==> src/rtl/vga_pkg.sv <==
// Shared VGA scan definitions: default timing, line/frame total derivation,
// scroll-mode encoding, sync pipeline payload and a modular-add helper.
package vga_pkg;

   localparam int unsigned CNT_W        = 10;

   localparam int unsigned H_ACTIVE_DEF = 640;
   localparam int unsigned H_FP_DEF     = 16;
   localparam int unsigned H_SYNC_DEF   = 96;
   localparam int unsigned H_BP_DEF     = 48;
   localparam int unsigned V_ACTIVE_DEF = 480;
   localparam int unsigned V_FP_DEF     = 10;
   localparam int unsigned V_SYNC_DEF   = 2;
   localparam int unsigned V_BP_DEF     = 33;
   localparam int unsigned CLK_DIV_DEF  = 4;
   localparam int unsigned SCALE_DEF    = 1;
   localparam int unsigned IMG_W_DEF    = 320;
   localparam int unsigned IMG_H_DEF    = 240;
   localparam int unsigned ADDR_W_DEF   = 17;
   localparam int unsigned PIX_W_DEF    = 12;
   localparam int unsigned RD_LAT_DEF   = 1;

   localparam logic [1:0] SCROLL_NONE = 2'd0;
   localparam logic [1:0] SCROLL_H    = 2'd1;
   localparam logic [1:0] SCROLL_V    = 2'd2;
   localparam logic [1:0] SCROLL_HV   = 2'd3;

   // Sync/active flags carried through the RAM-latency alignment pipeline
   typedef struct packed {
      logic hsync;
      logic vsync;
      logic active;
   } sync_t;

   // Total ticks per line (or lines per frame)
   function automatic int unsigned line_total(input int unsigned active_len,
                                              input int unsigned fp_len,
                                              input int unsigned sync_len,
                                              input int unsigned bp_len);
      return active_len + fp_len + sync_len + bp_len;
   endfunction

   // (a + b) mod m, valid when a < m and b < m (single conditional subtract)
   function automatic logic [CNT_W-1:0] mod_add(input logic [CNT_W-1:0] a,
                                                input logic [CNT_W-1:0] b,
                                                input logic [CNT_W-1:0] m);
      logic [CNT_W:0] sum;
      sum = {1'b0, a} + {1'b0, b};
      if (sum >= {1'b0, m}) sum = sum - {1'b0, m};
      return sum[CNT_W-1:0];
   endfunction

endpackage

==> src/rtl/vga_timing.sv <==
// Pixel-tick divider, horizontal/vertical scan counters, raw sync/active
// decode and frame_start pulse.
// Ports: clk, rst (async active-low); h_cnt_o/v_cnt_o scan position;
// frame_start_o high for the clk of the tick at (0,0); *_raw_c undelayed
// sync/active; frame_end_c marks the tick that wraps (H_TOTAL-1,V_TOTAL-1).
module vga_timing
   import vga_pkg::*;
#(
   parameter int unsigned H_ACTIVE = H_ACTIVE_DEF,
   parameter int unsigned H_FP     = H_FP_DEF,
   parameter int unsigned H_SYNC   = H_SYNC_DEF,
   parameter int unsigned H_BP     = H_BP_DEF,
   parameter int unsigned V_ACTIVE = V_ACTIVE_DEF,
   parameter int unsigned V_FP     = V_FP_DEF,
   parameter int unsigned V_SYNC   = V_SYNC_DEF,
   parameter int unsigned V_BP     = V_BP_DEF,
   parameter int unsigned CLK_DIV  = CLK_DIV_DEF,
   parameter bit          SYNC_POL = 1'b0
) (
   input  logic             clk,
   input  logic             rst,
   output logic [CNT_W-1:0] h_cnt_o,
   output logic [CNT_W-1:0] v_cnt_o,
   output logic             frame_start_o,
   output logic             frame_end_c,
   output logic             hsync_raw_c,
   output logic             vsync_raw_c,
   output logic             active_raw_c
);

   localparam int unsigned H_TOTAL = line_total(H_ACTIVE, H_FP, H_SYNC, H_BP);
   localparam int unsigned V_TOTAL = line_total(V_ACTIVE, V_FP, V_SYNC, V_BP);
   localparam int unsigned DIV_W   = $clog2(CLK_DIV);

   logic [DIV_W-1:0] div_q, div_d;
   logic [CNT_W-1:0] h_q, h_d, v_q, v_d;
   logic             fs_q, fs_d;
   logic             tick_c, h_wrap_c, v_wrap_c;

   assign tick_c   = (div_q == DIV_W'(CLK_DIV - 1));
   assign h_wrap_c = (h_q == CNT_W'(H_TOTAL - 1));
   assign v_wrap_c = (v_q == CNT_W'(V_TOTAL - 1));

   // Next-state for divider and counters; frame_start is set one clk early
   // so the registered pulse coincides with the (0,0) tick itself.
   always_comb begin
      div_d = div_q + DIV_W'(1);
      h_d   = h_q;
      v_d   = v_q;
      if (tick_c) begin
         div_d = '0;
         if (h_wrap_c) begin
            h_d = '0;
            v_d = v_wrap_c ? '0 : v_q + CNT_W'(1);
         end else begin
            h_d = h_q + CNT_W'(1);
         end
      end
      fs_d = (div_q == DIV_W'(CLK_DIV - 2)) && (h_q == '0) && (v_q == '0);
   end

   always_ff @(posedge clk or negedge rst) begin
      if (!rst) begin
         div_q <= '0;
         h_q   <= '0;
         v_q   <= '0;
         fs_q  <= 1'b0;
      end else begin
         div_q <= div_d;
         h_q   <= h_d;
         v_q   <= v_d;
         fs_q  <= fs_d;
      end
   end

   assign frame_end_c  = tick_c && h_wrap_c && v_wrap_c;
   assign hsync_raw_c  = ((h_q >= CNT_W'(H_ACTIVE + H_FP)) &&
                          (h_q <  CNT_W'(H_ACTIVE + H_FP + H_SYNC))) ? SYNC_POL : ~SYNC_POL;
   assign vsync_raw_c  = ((v_q >= CNT_W'(V_ACTIVE + V_FP)) &&
                          (v_q <  CNT_W'(V_ACTIVE + V_FP + V_SYNC))) ? SYNC_POL : ~SYNC_POL;
   assign active_raw_c = (h_q < CNT_W'(H_ACTIVE)) && (v_q < CNT_W'(V_ACTIVE));
   assign h_cnt_o       = h_q;
   assign v_cnt_o       = v_q;
   assign frame_start_o = fs_q;

endmodule

==> src/rtl/vga_scan_engine.sv <==
// VGA scan engine: timing, per-frame scroll offsets, downscaled frame-buffer
// address, RAM-latency alignment of sync/valid and gated RGB output.
// Ports: clk, rst (async active-low); scroll_mode/scroll_step/freeze scroll
// control sampled at frame end; pixel_addr -> RAM, pixel_in <- RAM;
// rgb/hsync/vsync/valid to the VGA pins; h_cnt/v_cnt/frame_start undelayed.
module vga_scan_engine
   import vga_pkg::*;
#(
   parameter int unsigned H_ACTIVE    = H_ACTIVE_DEF,
   parameter int unsigned H_FP        = H_FP_DEF,
   parameter int unsigned H_SYNC      = H_SYNC_DEF,
   parameter int unsigned H_BP        = H_BP_DEF,
   parameter int unsigned V_ACTIVE    = V_ACTIVE_DEF,
   parameter int unsigned V_FP        = V_FP_DEF,
   parameter int unsigned V_SYNC      = V_SYNC_DEF,
   parameter int unsigned V_BP        = V_BP_DEF,
   parameter int unsigned CLK_DIV     = CLK_DIV_DEF,
   parameter int unsigned SCALE_SHIFT = SCALE_DEF,
   parameter int unsigned IMG_W       = IMG_W_DEF,
   parameter int unsigned IMG_H       = IMG_H_DEF,
   parameter int unsigned ADDR_W      = ADDR_W_DEF,
   parameter int unsigned PIX_W       = PIX_W_DEF,
   parameter int unsigned RD_LAT      = RD_LAT_DEF,
   parameter bit          SYNC_POL    = 1'b0
) (
   input  logic              clk,
   input  logic              rst,
   input  logic [1:0]        scroll_mode,
   input  logic [7:0]        scroll_step,
   input  logic              freeze,
   output logic [ADDR_W-1:0] pixel_addr,
   input  logic [PIX_W-1:0]  pixel_in,
   output logic [PIX_W-1:0]  rgb,
   output logic              hsync,
   output logic              vsync,
   output logic              valid,
   output logic [CNT_W-1:0]  h_cnt,
   output logic [CNT_W-1:0]  v_cnt,
   output logic              frame_start
);

   localparam sync_t PIPE_RST = '{hsync: ~SYNC_POL, vsync: ~SYNC_POL, active: 1'b0};

   logic             frame_end_c, hsync_raw_c, vsync_raw_c, active_raw_c;
   logic [CNT_W-1:0] off_x_q, off_x_d, off_y_q, off_y_d;
   logic [CNT_W-1:0] x_img_c, y_img_c;
   logic [ADDR_W-1:0] addr_q, addr_d;
   sync_t            pipe_q [RD_LAT+1];
   logic [PIX_W-1:0] rgb_q;
   logic             hsync_q, vsync_q, valid_q;

   vga_timing #(
      .H_ACTIVE (H_ACTIVE), .H_FP (H_FP), .H_SYNC (H_SYNC), .H_BP (H_BP),
      .V_ACTIVE (V_ACTIVE), .V_FP (V_FP), .V_SYNC (V_SYNC), .V_BP (V_BP),
      .CLK_DIV  (CLK_DIV),  .SYNC_POL (SYNC_POL)
   ) u_timing (
      .clk           (clk),
      .rst           (rst),
      .h_cnt_o       (h_cnt),
      .v_cnt_o       (v_cnt),
      .frame_start_o (frame_start),
      .frame_end_c   (frame_end_c),
      .hsync_raw_c   (hsync_raw_c),
      .vsync_raw_c   (vsync_raw_c),
      .active_raw_c  (active_raw_c)
   );

   // Scroll offsets move only on the frame-wrap tick, so the image never tears
   always_comb begin
      off_x_d = off_x_q;
      off_y_d = off_y_q;
      if (frame_end_c && !freeze) begin
         case (scroll_mode)
            SCROLL_NONE: begin end
            SCROLL_H:    off_x_d = mod_add(off_x_q, CNT_W'(scroll_step), CNT_W'(IMG_W));
            SCROLL_V:    off_y_d = mod_add(off_y_q, CNT_W'(scroll_step), CNT_W'(IMG_H));
            SCROLL_HV: begin
               off_x_d = mod_add(off_x_q, CNT_W'(scroll_step), CNT_W'(IMG_W));
               off_y_d = mod_add(off_y_q, CNT_W'(scroll_step), CNT_W'(IMG_H));
            end
            default: begin end
         endcase
      end
   end

   // Downscaled, scrolled image coordinate -> linear frame-buffer address
   always_comb begin
      x_img_c = mod_add(h_cnt >> SCALE_SHIFT, off_x_q, CNT_W'(IMG_W));
      y_img_c = mod_add(v_cnt >> SCALE_SHIFT, off_y_q, CNT_W'(IMG_H));
      addr_d  = active_raw_c ? (ADDR_W'(y_img_c) * ADDR_W'(IMG_W) + ADDR_W'(x_img_c))
                             : '0;
   end

   // Address register, sync pipeline (stage RD_LAT lines up with pixel_in)
   // and output register holding the gated pixel.
   always_ff @(posedge clk or negedge rst) begin
      if (!rst) begin
         off_x_q <= '0;
         off_y_q <= '0;
         addr_q  <= '0;
         for (int i = 0; i <= RD_LAT; i++) pipe_q[i] <= PIPE_RST;
         rgb_q   <= '0;
         hsync_q <= ~SYNC_POL;
         vsync_q <= ~SYNC_POL;
         valid_q <= 1'b0;
      end else begin
         off_x_q   <= off_x_d;
         off_y_q   <= off_y_d;
         addr_q    <= addr_d;
         pipe_q[0] <= '{hsync: hsync_raw_c, vsync: vsync_raw_c, active: active_raw_c};
         for (int i = 1; i <= RD_LAT; i++) pipe_q[i] <= pipe_q[i-1];
         rgb_q     <= pipe_q[RD_LAT].active ? pixel_in : '0;
         hsync_q   <= pipe_q[RD_LAT].hsync;
         vsync_q   <= pipe_q[RD_LAT].vsync;
         valid_q   <= pipe_q[RD_LAT].active;
      end
   end

   assign pixel_addr = addr_q;
   assign rgb        = rgb_q;
   assign hsync      = hsync_q;
   assign vsync      = vsync_q;
   assign valid      = valid_q;

endmodule
==> config.mk <==
export PLATFORM = sky130hd
export DESIGN_NAME = vga_scan_engine
export DESIGN_NICKNAME = d
export VERILOG_FILES = /design/src/rtl/vga_pkg.sv /design/src/rtl/vga_timing.sv /design/src/rtl/vga_scan_engine.sv
export SDC_FILE = /design/constraint.sdc
export NUM_CORES = 1
export LEC_CHECK = 0
export ABC_AREA = 1
export BUFFER_PORTS_ARGS = -buffer_cell sky130_fd_sc_hd__buf_2
export CAP_MARGIN = 5
export CORE_MARGIN = 8
export CORE_UTILIZATION = 31
export DETAILED_ROUTE_END_ITERATION = 8
export GPL_TIMING_DRIVEN = 0
export SLEW_MARGIN = 5
export SYNTH_ARGS = -nofsm -noshare
export SYNTH_HDL_FRONTEND = slang
export SYNTH_SLANG_ARGS = --single-unit
==> constraint.sdc <==
create_clock -name clk -period 5.5 [get_ports clk]
set_input_delay 1.1 -clock clk [delete_from_list [all_inputs] [get_ports clk]]
set_output_delay 1.1 -clock clk [all_outputs]
set_load 0.005 [all_outputs]
; ---- Word-level counts from Yosys, hierarchy flattened
; Index checks and enable logic that the tools add are counted.
[word_totals]
register_bits = 81
latch_bits = 0
ram_bits = 0
rom_bits = 0
in_bits = 25
out_inout_bits = 53
elab_cells = 74
memories = 0
[classes]
n_addsub = 12
multipliers = 1
n_div = 0
n_lt_le_gt_ge = 10
eq_ne = 7
n_shift = 0
muxes = 11
bitwise_logic = 0
reduce_logical = 16
[ops]
columns = operator, n
row1 = $mux 10, 6
row2 = $add 10x8->11, 2
row3 = $add 9x10->11, 2
row4 = $ge 11x8->1 const B, 2
row5 = $ge 11x9->1 const B, 2
row6 = $add 10x1->10 const B, 2
row7 = $eq 10x10->1 const B, 2
row8 = $logic_not 10->1, 2
row9 = $lt 10x10->1 const B, 2
row10 = $lt 10x9->1 const B, 2
row11 = $sub 10x8->10 const B, 2
row12 = $sub 10x9->10 const B, 2
row13 = $add 17x10->17, 1
row14 = $mux 17, 1
row15 = $mux 12, 1
row16 = $mul 10x3->11 const B, 1
row17 = $ge 10x10->1 const B, 1
row18 = $ge 10x9->1 const B, 1
row19 = $eq 2x2->1 const B, 4
row20 = $logic_and 1x1->1, 8
row21 = $reduce_and 2->1, 3
row22 = $reduce_or 2->1, 2
row23 = $add 2x1->2 const B, 1
row24 = $eq 2x1->1 const B, 1
row25 = other kinds (3), 4

; ---- Logic depth before layout (Yosys ltp)
[depth]
ltp_word = 6
depth_mapped = 33
ltp_nobuf = 33

; ---- Cells and area by module
; Synthesis repeated with hierarchy kept, for this count alone.
[unflattened]
cells_unflattened = 888
hier_area_um2 = 6640.1
[by_module_without_submodules]
columns = mod, n_inst, cells_each, area_per_inst_um2, seq_area_each_um2
row1 = vga_scan_engine, 1, 706, 5136.2, 1458.9
row2 = vga_timing, 1, 182, 1503.9, 575.6

; ---- Worst setup path after synthesis
; OpenSTA, ideal clock, no wires.
[synth_path]
kind = reg-to-reg
from = register u_timing.v_q[1] (netlist: u_timing.v_cnt_o[1])
to = register addr_q[16] (netlist: pixel_addr[16])
setup_ns = 0.119
arrival_time_ns = 3.915
required_time_ns = 5.381
setup_slack_ns = 1.466
stages_incl_launch_ff = 28
n_path_buf = 0
synth_period_minus_slack_ns = 4.034
cell_sequence = dfrtp_1 -> ha_1 -> fa_1 -> nand3_1 -> nand2_1 -> nand2_1 -> nand2_1 -> ha_1 -> nand2_1 -> nor2_1 -> nand2_1 -> nand3_2 -> inv_1 -> nor2_1 -> a31oi_1 -> ha_1 -> ha_1 -> a21oi_1 -> nand2_1 -> nand2_1 -> nand2_1 -> a21oi_1 -> xor2_1 -> nor2_1 -> nand2_1 -> nand3_1 -> nand2_1 -> nor2_1
[synth_via]
elab_chain_len = 6
word_cells_on_any_way = 9
cone_classes = 3 x add/sub / 1 x mul / 2 x order compare / 2 x mux / 1 x reduce/logical
[synth_rtl]
columns = item, line
row1 = from (decl), vga_timing.sv:36  ; logic [CNT_W-1:0] h_q, h_d, v_q, v_d;
row2 = from (signal assigned), vga_timing.sv:71  ; v_q <= v_d;
row3 = $add 9x10->11, vga_pkg.sv:48  ; sum = {1'b0, a} + {1'b0, b};
row4 = $sub 10x8->10 or $ge 11x8->1 (tied branches), vga_pkg.sv:49  ; if (sum >= {1'b0, m}) sum = sum - {1'b0, m};
row5 = $mux 10, vga_pkg.sv:49
row6 = $mul 10x3->11, vga_scan_engine.sv:90  ; addr_d = active_raw_c ? (ADDR_W'(y_img_c) * ADDR_W'(IMG_W) + ADDR_W'(x_img_c))
row7 = $add 17x10->17, vga_scan_engine.sv:90
row8 = $mux 17 (*), vga_scan_engine.sv:90
row9 = named net addr_d[16], vga_scan_engine.sv:47  ; logic [ADDR_W-1:0] addr_q, addr_d;
row10 = to (signal assigned), vga_scan_engine.sv:109  ; addr_q <= addr_d;
row11 = to (decl), vga_scan_engine.sv:47
; Mark *: on every way through the listed nets, which the timed path passes. The rest lies on a longest branch.
; A chain may end at the register's enable or synchronous reset.

; ---- Final worst setup path
; Ends and elaborated chain as after synthesis.

==> results.toml <==
[worst_setup_path]
crit_family = "adder cells"
r2r_setup_slack_ns = 0.99
slowest_stage = "dfrtp_1"
start_kind = "register"
path_max_fanout = 6
max_stage_delay_ns = 0.46
cp_common_cell = "nand2_1"
critPathBufInv = 1
cp.arrival_ns = 4.74
path_class = "register to register"
crit_required_ns = 5.72
endpoint_kind = "register"

[cells_and_area]
diodes = 0
drive_above_1_share = 0.156
stdcell_count = 1173
fillers = 2100
area_delta_synth_final_pct = 16.4
fin_area_um2 = 7200
nNetsFinal = 999

[synthesis]
postSynthCellCount = 814
yosysSeqAreaShare = 0.329
synth_top_cell_area_share = 0.303
synth_edf_count = 0
yosys-top-cells-area = "dfrtp_1, ha_1, nand2_1"
synth_most_common_cell = "nand2_1"
synthFlopType = "dfrtp_1"
synth_top_area_cell = "dfrtp_1"
avgSynthCellArea_um2 = 7.60
synth_nets = 910
synthArstFlopShare = 1.00
ys_warn_count = 0
yosysUniqueCellTypes = 40
syn_area_um2 = 6190
synth_seq_cells = 81
synth_common_cells = "nand2_1, inv_1, dfrtp_1, nor2_1, ha_1"

[clock_network]
cts_hold_buffers = 0
cts_setup_buffers = 0
cts_max_path_buffers = 2
path_clk_slew_ns = 0.06
htree_levels = 3
cts_resized = 0
root_buffer = "clkbuf_16"
cts.sinks = 81
clock_latency_ns = 0.34
cts_inserted_buffers = 9
cts_tree = "done"

[placement]
place_inst = 1157
port_buffers = 77
hpwl_um = 12100
place_congestion = 0.876
placed_cell_area_um2 = 6940
pre_cts_slack_ns = 0.984

[power]
switchingPower_mw = 0.272
intPower_mw = 0.930
ir_worst_vdd_mv = 0.150
p_per_area_nw_per_um2 = 167
switching_share = 0.227
pwr-share-comb = 0.055
p_clk_frac = 0.444
seq_power_share = 0.500
p_leak_nw = 3.95

[route]
final_antenna_net_count = 0
drt-initial-drc-count = 275
dr.pass1.iters = 6
vias = 5279
detail_route.wl_per_cell_um = 12.3
wirelength_um = 14400
viasPerCell = 4.50
drc = 0

[run_status]
status = "finished, final reports clean"

[timing]
clock_skew_ns = 0.00537
fmax_ghz = 0.221
fin_crit_sh = 0.821
worst_pin_slew_ns = 0.478
slew_headroom = 0.679
setup_viol_count_final = 0
rsz0062_at_grt = "no"
final-hold-violation-count = 0
setup_tns_ns = 0
timing.final.ws_setup_ns = 0.985
whs_ns = 0.355
fin_crit_ns = 4.51
drv_slew = 0

[global_routing]
grt_max_degree = 56
grt_pass1_wl_um = 24600
antenna_found_initial = 0
grt_usage = 0.122
grt_pass1_vias = 5132
overflow = 0

[floorplan]
die_y_um = 157
io_pins = 78
start_util = 0.317
dieArea_um2 = 24700
rows = 51
core_area_um2 = 19500
die_w_um = 157

[job]
max_cap_violations = 0

[min_path]
hp-class = "register to register"
sequential cells by signal, summed over array words and instances, names as in the netlist, 2 cells and up:
name and flops:
pipe_q 6, u_timing.v_cnt_o 10, rgb 12, off_y_q 10, off_x_q 10, pixel_addr 17, u_timing.div_q 2, u_timing.h_cnt_o 10
layer usage:
layer | vias up | GRT usage | routed length, µm
met1 | 2380 | 0.163 | 7110
met3 | 7 | 0.0239 | 822
li1 | 2794 | - | -
met2 | 98 | 0.200 | 6350
met5 | - | 0 | 0
met4 | 0 | 0.0290 | 92
worst reg2reg max path: cells and delay by family, from the launching register on:
| kind | cells | cell delay, ns |
|---|---|---|
| fa+ha+maj | 5 | 1.58 |
| simple gates | 17 | 1.42 |
| compound gates | 3 | 0.56 |
| flops | 1 | 0.46 |
| xor+xnor | 1 | 0.27 |
| buf+inv | 1 | 0.14 |
path summary, 6_finish.rpt:
path | from | end | depth (start not counted)
max | u_timing.v_cnt_o[1] | pixel_addr[16] | 27
min | pipe_q[5] | pipe_q[2] | 0
max reg2reg | u_timing.v_cnt_o[1] | pixel_addr[16] | 27
min reg2reg | pipe_q[5] | pipe_q[2] | 0
max in group asynchronous | rst | pipe_q[1] | 2
min in group asynchronous | rst | rgb[7] | 1
through the flow:
stage                     utilization  power, mW
after floorplan                     -      0.644
after detailed placement        0.355      0.680
after global routing            0.369       1.26
after CTS                       0.369       1.22
after global placement          0.354      0.677
final                           0.369       1.20
power groups by stage:
| stage | Combinational [mW] | Sequential, mW | Clock [mW] |
|---|---|---|---|
| after CTS | 0.0683 | 0.601 | 0.555 |
| after floorplan | 0.0311 | 0.613 | 0 |
| final | 0.0663 | 0.601 | 0.534 |
| after detailed placement | 0.0680 | 0.612 | 0 |
| after global placement | 0.0646 | 0.612 | 0 |
| after global routing | 0.0772 | 0.601 | 0.582 |
cell usage in the layout, fill, tap and decap left out, types with 9 or more instances in the layout:
cell type,instances
dfrtp_1,75
a21oi_1,39
inv_1,131
nand3_2,9
xnor2_1,13
buf_2,78
nor3_1,19
clkbuf_16,9
nand2_1,205
nand4_1,11
xor2_1,23
nor2_1,66
nand2_2,10
nand3_1,50
ha_1,65
o21ai_0,26
area by class of cell:
class | instances | area, µm² | share of cell area
clock inverters | 5 | 32.5 | 0.00452
repair buffers | 78 | 415 | 0.0577
multi-input cells | 596 | 3640 | 0.505
clock buffers | 11 | 233 | 0.0323
plain buffers | 4 | 17.5 | 0.00243
flip-flops and latches | 81 | 2030 | 0.282
well taps | 265 | 332 | 0.0460
inverters | 133 | 499 | 0.0693
logic make-up after synthesis:
kind of cell,after synthesis,share of synthesized area
compound gates,97,0.0895
xor+xnor,43,0.0693
fa+ha+maj,71,0.151
buf+inv,137,0.0835
flops,81,0.329
simple gates,385,0.278
Note: power is estimated with default switching activity, not from simulation.
